## src/rtl/com_seq_control.sv

```systemverilog
// Command sequencer: issues timed write strobes on request, with pending
// request buffering, end/timeout handling and sticky status flags.
module com_seq_control #(
  parameter int WRITE_LEN = 1,
  parameter int NUM_CMD   = 16,
  parameter int PEND_MAX  = 3,
  parameter int TIMEOUT   = 0
) (
  input  logic                         clk,
  input  logic                         reset,
  input  logic                         NewCom,
  input  logic                         ComEnd,
  output logic                         Write,
  output logic [$clog2(NUM_CMD+1)-1:0] CmdCnt,
  output logic                         Busy,
  output logic                         Done,
  output logic                         TimedOut,
  output logic                         Overflow
);

  localparam int CW = $clog2(NUM_CMD + 1);
  localparam int PW = $clog2(PEND_MAX + 1);
  localparam int LW = $clog2(WRITE_LEN + 1);
  localparam int TW = $clog2(TIMEOUT + 2);

  localparam logic [CW-1:0] CMD_LAST = CW'(NUM_CMD);
  localparam logic [PW-1:0] PEND_TOP = PW'(PEND_MAX);
  localparam logic [LW-1:0] LEN_INIT = LW'(WRITE_LEN - 1);
  localparam logic [TW-1:0] WAIT_TOP =
    TW'((TIMEOUT > 0) ? TIMEOUT - 1 : 0);

  typedef enum logic [1:0] {
    S_IDLE,
    S_WRITE,
    S_WAIT,
    S_STOP
  } state_t;

  state_t        r_state, w_state;
  logic          r_write, w_write;
  logic [CW-1:0] r_cmdcnt, w_cmdcnt;
  logic          r_busy, w_busy;
  logic          r_done, w_done;
  logic          r_to, w_to;
  logic          r_ovf, w_ovf;
  logic [PW-1:0] r_pend, w_pend;
  logic          r_endreq, w_endreq;
  logic [LW-1:0] r_len, w_len;
  logic [TW-1:0] r_wcnt, w_wcnt;
  logic          w_enter_wr;

  always_ff @(posedge clk) begin
    if (reset) begin
      r_state  <= S_IDLE;
      r_write  <= 1'b0;
      r_cmdcnt <= '0;
      r_busy   <= 1'b0;
      r_done   <= 1'b0;
      r_to     <= 1'b0;
      r_ovf    <= 1'b0;
      r_pend   <= '0;
      r_endreq <= 1'b0;
      r_len    <= '0;
      r_wcnt   <= '0;
    end else begin
      r_state  <= w_state;
      r_write  <= w_write;
      r_cmdcnt <= w_cmdcnt;
      r_busy   <= w_busy;
      r_done   <= w_done;
      r_to     <= w_to;
      r_ovf    <= w_ovf;
      r_pend   <= w_pend;
      r_endreq <= w_endreq;
      r_len    <= w_len;
      r_wcnt   <= w_wcnt;
    end
  end

  always_comb begin
    w_state    = r_state;
    w_write    = 1'b0;
    w_cmdcnt   = r_cmdcnt;
    w_done     = r_done;
    w_to       = r_to;
    w_ovf      = r_ovf;
    w_pend     = r_pend;
    w_endreq   = r_endreq;
    w_len      = r_len;
    w_wcnt     = r_wcnt;
    w_enter_wr = 1'b0;

    unique case (r_state)
      S_IDLE: w_enter_wr = 1'b1;

      S_WRITE: begin
        if (NewCom) begin
          if (r_pend == PEND_TOP) w_ovf = 1'b1;
          else w_pend = r_pend + 1'b1;
        end
        if (ComEnd) w_endreq = 1'b1;
        if (r_len == '0) begin
          if (r_cmdcnt == CMD_LAST) begin
            w_state = S_STOP;
            w_done  = 1'b1;
          end else if (r_endreq || ComEnd) begin
            w_state = S_STOP;
          end else begin
            w_state = S_WAIT;
            w_wcnt  = '0;
          end
        end else begin
          w_len   = r_len - 1'b1;
          w_write = 1'b1;
        end
      end

      S_WAIT: begin
        if (ComEnd) begin
          w_state = S_STOP;
        end else if (r_pend != '0) begin
          // a same-cycle NewCom replaces the request being consumed
          w_enter_wr = 1'b1;
          if (!NewCom) w_pend = r_pend - 1'b1;
        end else if (NewCom) begin
          w_enter_wr = 1'b1;
        end else if (TIMEOUT > 0 && r_wcnt == WAIT_TOP) begin
          w_state = S_STOP;
          w_to    = 1'b1;
        end else begin
          w_wcnt = r_wcnt + 1'b1;
        end
      end

      S_STOP: ;

      default: w_state = S_IDLE;
    endcase

    if (w_enter_wr) begin
      w_state  = S_WRITE;
      w_write  = 1'b1;
      w_len    = LEN_INIT;
      w_endreq = 1'b0;
      if (r_cmdcnt != CMD_LAST) w_cmdcnt = r_cmdcnt + 1'b1;
    end

    w_busy = (w_state == S_WRITE) || (w_state == S_WAIT);
  end

  assign Write    = r_write;
  assign CmdCnt   = r_cmdcnt;
  assign Busy     = r_busy;
  assign Done     = r_done;
  assign TimedOut = r_to;
  assign Overflow = r_ovf;

endmodule
```

## config.mk

```make
export PLATFORM = sky130hd
export DESIGN_NAME = com_seq_control
export DESIGN_NICKNAME = d
export VERILOG_FILES = /design/src/rtl/com_seq_control.sv
export SDC_FILE = /design/constraint.sdc
export NUM_CORES = 1
export LEC_CHECK = 0
export ABC_AREA = 1
export CORE_AREA = 10 10 63 65
export DETAILED_ROUTE_END_ITERATION = 16
export DIE_AREA = 0 0 73 75
export SLEW_MARGIN = 20
export SYNTH_ARGS = -nofsm -noshare
export SYNTH_HDL_FRONTEND = slang
export SYNTH_SLANG_ARGS = --single-unit
```

## constraint.sdc

```tcl
create_clock -name clk -period 3.4 [get_ports clk]
set_clock_uncertainty 0.2 [all_clocks]
set_input_delay 0.34 -clock clk [delete_from_list [all_inputs] [get_ports clk]]
set_output_delay 0.34 -clock clk [all_outputs]
set_load 0.02 [all_outputs]
```

; Word-level counts from Yosys, hierarchy flattened
; Index checks and enable logic that the tools add are counted.
; Widths: inputs -> output; s select.
[classes]
addsub = 4
n_eq_ne = 12
mux = 20
bitwise_logic = 1
n_reduce_logical = 11
[op_table]
columns = operator, count
row1 = $mux 2, 8
row2 = $ne 2x2->1 const B, 5
row3 = $mux 1, 9
row4 = $pmux 2 s2, 2
row5 = $eq 2x2->1 const B, 3
row6 = $reduce_and 3->1, 2
row7 = $reduce_and 6->1, 1
row8 = $add 5x1->5 const B, 1
row9 = $eq 5x5->1 const B, 1
row10 = $ne 5x5->1 const B, 1
row11 = $eq 2x1->1 const B, 2
row12 = $reduce_and 2->1, 2
row13 = $reduce_bool 2->1, 2
row14 = $add 2x1->2 const B, 1
row15 = $logic_not 2->1, 1
row16 = $logic_or 1x1->1, 2
row17 = $pmux 1 s2, 1
row18 = $reduce_or 2->1, 1
row19 = $sub 2x1->2 const B, 1
row20 = $not 1->1, 1
row21 = $sub 1x1->1 const B, 1
[word_totals]
ff_bits = 15
word_cells = 57

; Logic depth before layout (Yosys ltp)
[depth]
depth_word = 8
depth_mapped = 9
mapped_depth_nobuf = 9

; Worst setup path after synthesis
; Ideal clock, no wire load.
[synth_timing]
path_kind = flip-flop to flip-flop
startpoint = register r_cmdcnt[0] (netlist: CmdCnt[0])
endpoint = register r_cmdcnt[3] (netlist: CmdCnt[3])
arrival_ns = 1.117
required_time_ns = 3.068
setup_slack_ns = 1.951
stages_incl_launch_ff = 7
path_buffers = 0
cell_sequence = dfxtp_1 inv_1 ha_1 nand3_2 nand2_4 nand2_1 a21oi_2
[synth_via]
elab_chain_len = 2
elab_cells_between_ends = 3
cone_classes = add/sub (1) / eq/ne (1) / reduce/logical (1)
[synth_rtl]
columns = element, line_no
row1 = from (decl), 41  ; logic [CW-1:0] r_cmdcnt, w_cmdcnt;
row2 = from (signal assigned), 68  ; r_cmdcnt <= w_cmdcnt;
row3 = branches (longest 2 deep; another with $add 5x1->5), --
; Parallel ways; which one is timed is not known.
; A chain may end at the register's enable or synchronous reset.

; Worst setup path after layout
[layout_timing]
startpoint = register r_cmdcnt[2] (netlist: CmdCnt[2])
endpoint = output CmdCnt[2]
[layout_rtl]
columns = element, line_no
row1 = to (decl), 14  ; output logic [$clog2(NUM_CMD+1)-1:0] CmdCnt,
; No word-level cell between the ends.

==> impl_summary.txt <==
----------------------------------------------------
[GRT]
  Global-route wire length before repair ... 2.960 mm
  GR Overflow Total ... 0
  Total track usage ... 6.796%
  Pin count of the biggest net entering global routing ... 12
  Vias in the first global route ... 696
  Number of antenna violations at the first check in global routing ... 0

[Outcome]
  Status ... completed

[Critical path]
  Buffers plus inverters on the worst setup path ... 1
  R2r setup slk ... 1840 ps
  Kind of launch point of the worst setup path ... flip-flop
  Arrival time reported for the critical path endpoint ... 1480 ps
  Top Family by Delay on Critical Path ... buffers and inverters
  Crit Path Max Fanout ... 8
  Slowest Stage Delay on Critical Path ... 680 ps
  Critical Path RT ... 2860 ps
  Type of the setup path with the least slack ... flip-flop to primary output
  Element type at the critical path end ... primary output
  Cell at the slowest stage of the critical path ... clkdlybuf4s50_1
  Worst-path cell chain ... clkdlybuf4s50_1

[CTS]
  Total number of H-tree levels ... 1
  Maximum clock path buffer count ... 2
  Insertion delay of the later-clocked pin in the worst-skew pair ... 270 ps
  Clock input transition at the sequential cells of the worst setup and hold paths ... 90 ps
  Root Driver ... clkbuf_4
  Post-cts hold buffer count ... 0
  Post-CTS setup buffer count ... 0
  TritonCTS clock tree ... done
  Clock sink total ... 14
  PostCTS Resize Cnt ... 0
  Number of buffers created by CTS ... 3

[Floorplan]
  Number of primary I/O pins ... 14
  Core ar. ... 2710 um^2
  Die ar. ... 5475 um^2
  Initial Utilization ... 29.13%
  Number of core rows ... 19
  Die extent in x ... 73 um
  DIE HEIGHT ... 75 um

[STA]
  Setup repair after global routing missed its margin ... no
  Fmax ... 495.2 MHz
  Fin. Hold Viols ... 0
  Final critical-path share of the clock period ... 59.40%
  Final-report setup violation count ... 0
  Shortest clock period the worst path allows after layout ... 2020 ps
  Pins Over Slew Limit ... 0
  Accumulated negative setup slack ... 0 ps

[Logic synthesis]
  Share of synthesized area occupied by flip-flops and latches ... 35.50%
  Post-Synthesis Cells ... 109
  Net count after synthesis ... 118
  #FFs+latches synth ... 14
  Number of synthesis warnings ... 0
  Distinct cells, synth ... 22
  Syn Std Cell Area ... 789.5 um^2
  Syn Area/Cell ... 7.243 um^2

[Finish]
  Area Overhead vs Synth ... 21.87%
  Fill cells ... 306
  Most frequent cells in the layout ... nand2_1, inv_1, dfxtp_1
  Final #Nets ... 132
  Commonest non-fill, non-tap cell in the layout ... nand2_1
  ANT cells ... 0
  Share of cells above drive strength 1 ... 12.30%

[Detailed routing]
  Number of violations reported at the end of detailed-routing iteration 0 ... 25
  Detailed-route via count ... 690
  Routed length per instance ... 10.95 um
  Via-to-Cell Ratio ... 4.510
  Number of detailed-route iterations in the first pass ... 4
  Detailed Route WL ... 1.676 mm
  Number of remaining DRC errors ... 0
  Antenna-violating nets left ... 0

[Pwr]
  Highest ir drop seen on vdd ... 0.2998 mV
  Power, Total ... 0.5929 mW
  Lkg Pwr ... 0.4142 nW
  Power per Cell Area ... 616.2 nW/um^2

[Placed design]
  Final Wtd Congestion ... 0.8236
  Count of input and output buffers ... 12
  Detail Placement HPWL ... 1.276 mm

[Flow run]
  Max_cap viols ... 0

[Hold path]
  Worst hold path class ... flip-flop to flip-flop

----------------------------------------------------
-- where the power goes --
part | internal, mW | switching [mW] | leakage [nW]
sequential | 0.196 | 0.0299 | 0.115
clock | 0.0651 | 0.0535 | 0.0210
combinational | 0.0983 | 0.150 | 0.278
total | 0.359 | 0.234 | 0.414
-- tightest hold or removal path, stage by stage, from the launching register on --
cell and delay (ps):
dfxtp_1 320, inv_1 50, a21oi_1 50
-- final timing paths --
check                   end        from  cells past startpoint
hold reg to reg        Done        Done                      2
setup / recovery  CmdCnt[2]   CmdCnt[2]                      1
hold / removal         Done        Done                      2
setup reg to reg  r_pend[1]  r_state[0]                      8
-- registers in the layout, summed over array words and instances, names as in the netlist --
| register | cells |
|---|---|
| Busy | 1 |
| CmdCnt | 5 |
| Done | 1 |
| Overflow | 1 |
| Write | 1 |
| r_endreq | 1 |
| r_pend | 2 |
| r_state | 2 |
-- through the flow --
step                      worst slack, ps  cells  hold WS [ps]  utilization, %  instance area [um^2]
after detailed placement             1645    149         250.9           34.16                 925.9
after floorplan                      1951    109         292.0               -                 789.5
after CTS                            1361    153         264.0           35.50                 962.2
after global routing                 1285    153         285.5           35.50                 962.2
after global placement               1661    149         255.0           34.16                 925.9
final                                1380    153         260.8           35.50                 962.2
-- layout make-up --
| type | instances | area (um^2) | share of cell area [%] |
|---|---|---|---|
| Clock buffer | 4 | 36.28 | 3.771 |
| Inverter | 16 | 60.06 | 6.242 |
| Multi-Input combinational cell | 76 | 426.7 | 44.34 |
| Sequential cell | 14 | 280.3 | 29.13 |
| Tap cell | 31 | 38.79 | 4.031 |
| Timing Repair Buffer | 12 | 120.1 | 12.48 |
-- synthesized netlist by cell type --
| library cell | number | area [um^2] |
|---|---|---|
| buf_4 | 1 | 7.510 |
| nand4_1 | 3 | 18.77 |
| a21oi_2 | 2 | 17.52 |
| conb_1 | 1 | 3.750 |
| xor2_1 | 1 | 8.760 |
| o21ai_0 | 1 | 5.000 |
| nand2_4 | 2 | 22.52 |
| a21oi_1 | 8 | 40.04 |
| nor2_2 | 3 | 18.77 |
| dfxtp_1 | 14 | 280.3 |
| ha_1 | 5 | 62.56 |
| nand3_1 | 11 | 55.05 |
| nor3_1 | 1 | 5.000 |
| nand2_2 | 1 | 6.260 |
| nor2_1 | 10 | 37.54 |
| nor2_4 | 1 | 11.26 |
| nand3_2 | 2 | 20.02 |
| clkbuf_1 | 1 | 3.750 |
| inv_1 | 16 | 60.06 |
| o21a_1 | 1 | 7.510 |
| buf_6 | 1 | 11.26 |
| nand2_1 | 23 | 86.33 |
-- cells by family (layout without fill, tap and decap cells) --
logic type / after synthesis / after routing / share of synthesized area [%]
XOR/XNOR: 1 / 1 / 1.110
adder cells (fa/ha/maj): 5 / 5 / 7.924
AO/OA/AOI/OAI: 12 / 12 / 8.875
flip-flops: 14 / 14 / 35.50
buffers and inverters: 19 / 32 / 10.46
other: 1 / 1 / 0.4750
AND/OR/NAND/NOR: 57 / 57 / 35.66
-- per-layer routing --
metal / vias to the layer above / global-route usage (%) / part of all wire (%)
li1: 369 / - / -
met3: 2 / 3.548 / 9.1
met2: 13 / 10.12 / 45
met5: - / 0 / 0
met4: 0 / 4.008 / 0.78
met1: 306 / 7.577 / 45
Power figures use the tool's default switching activity.
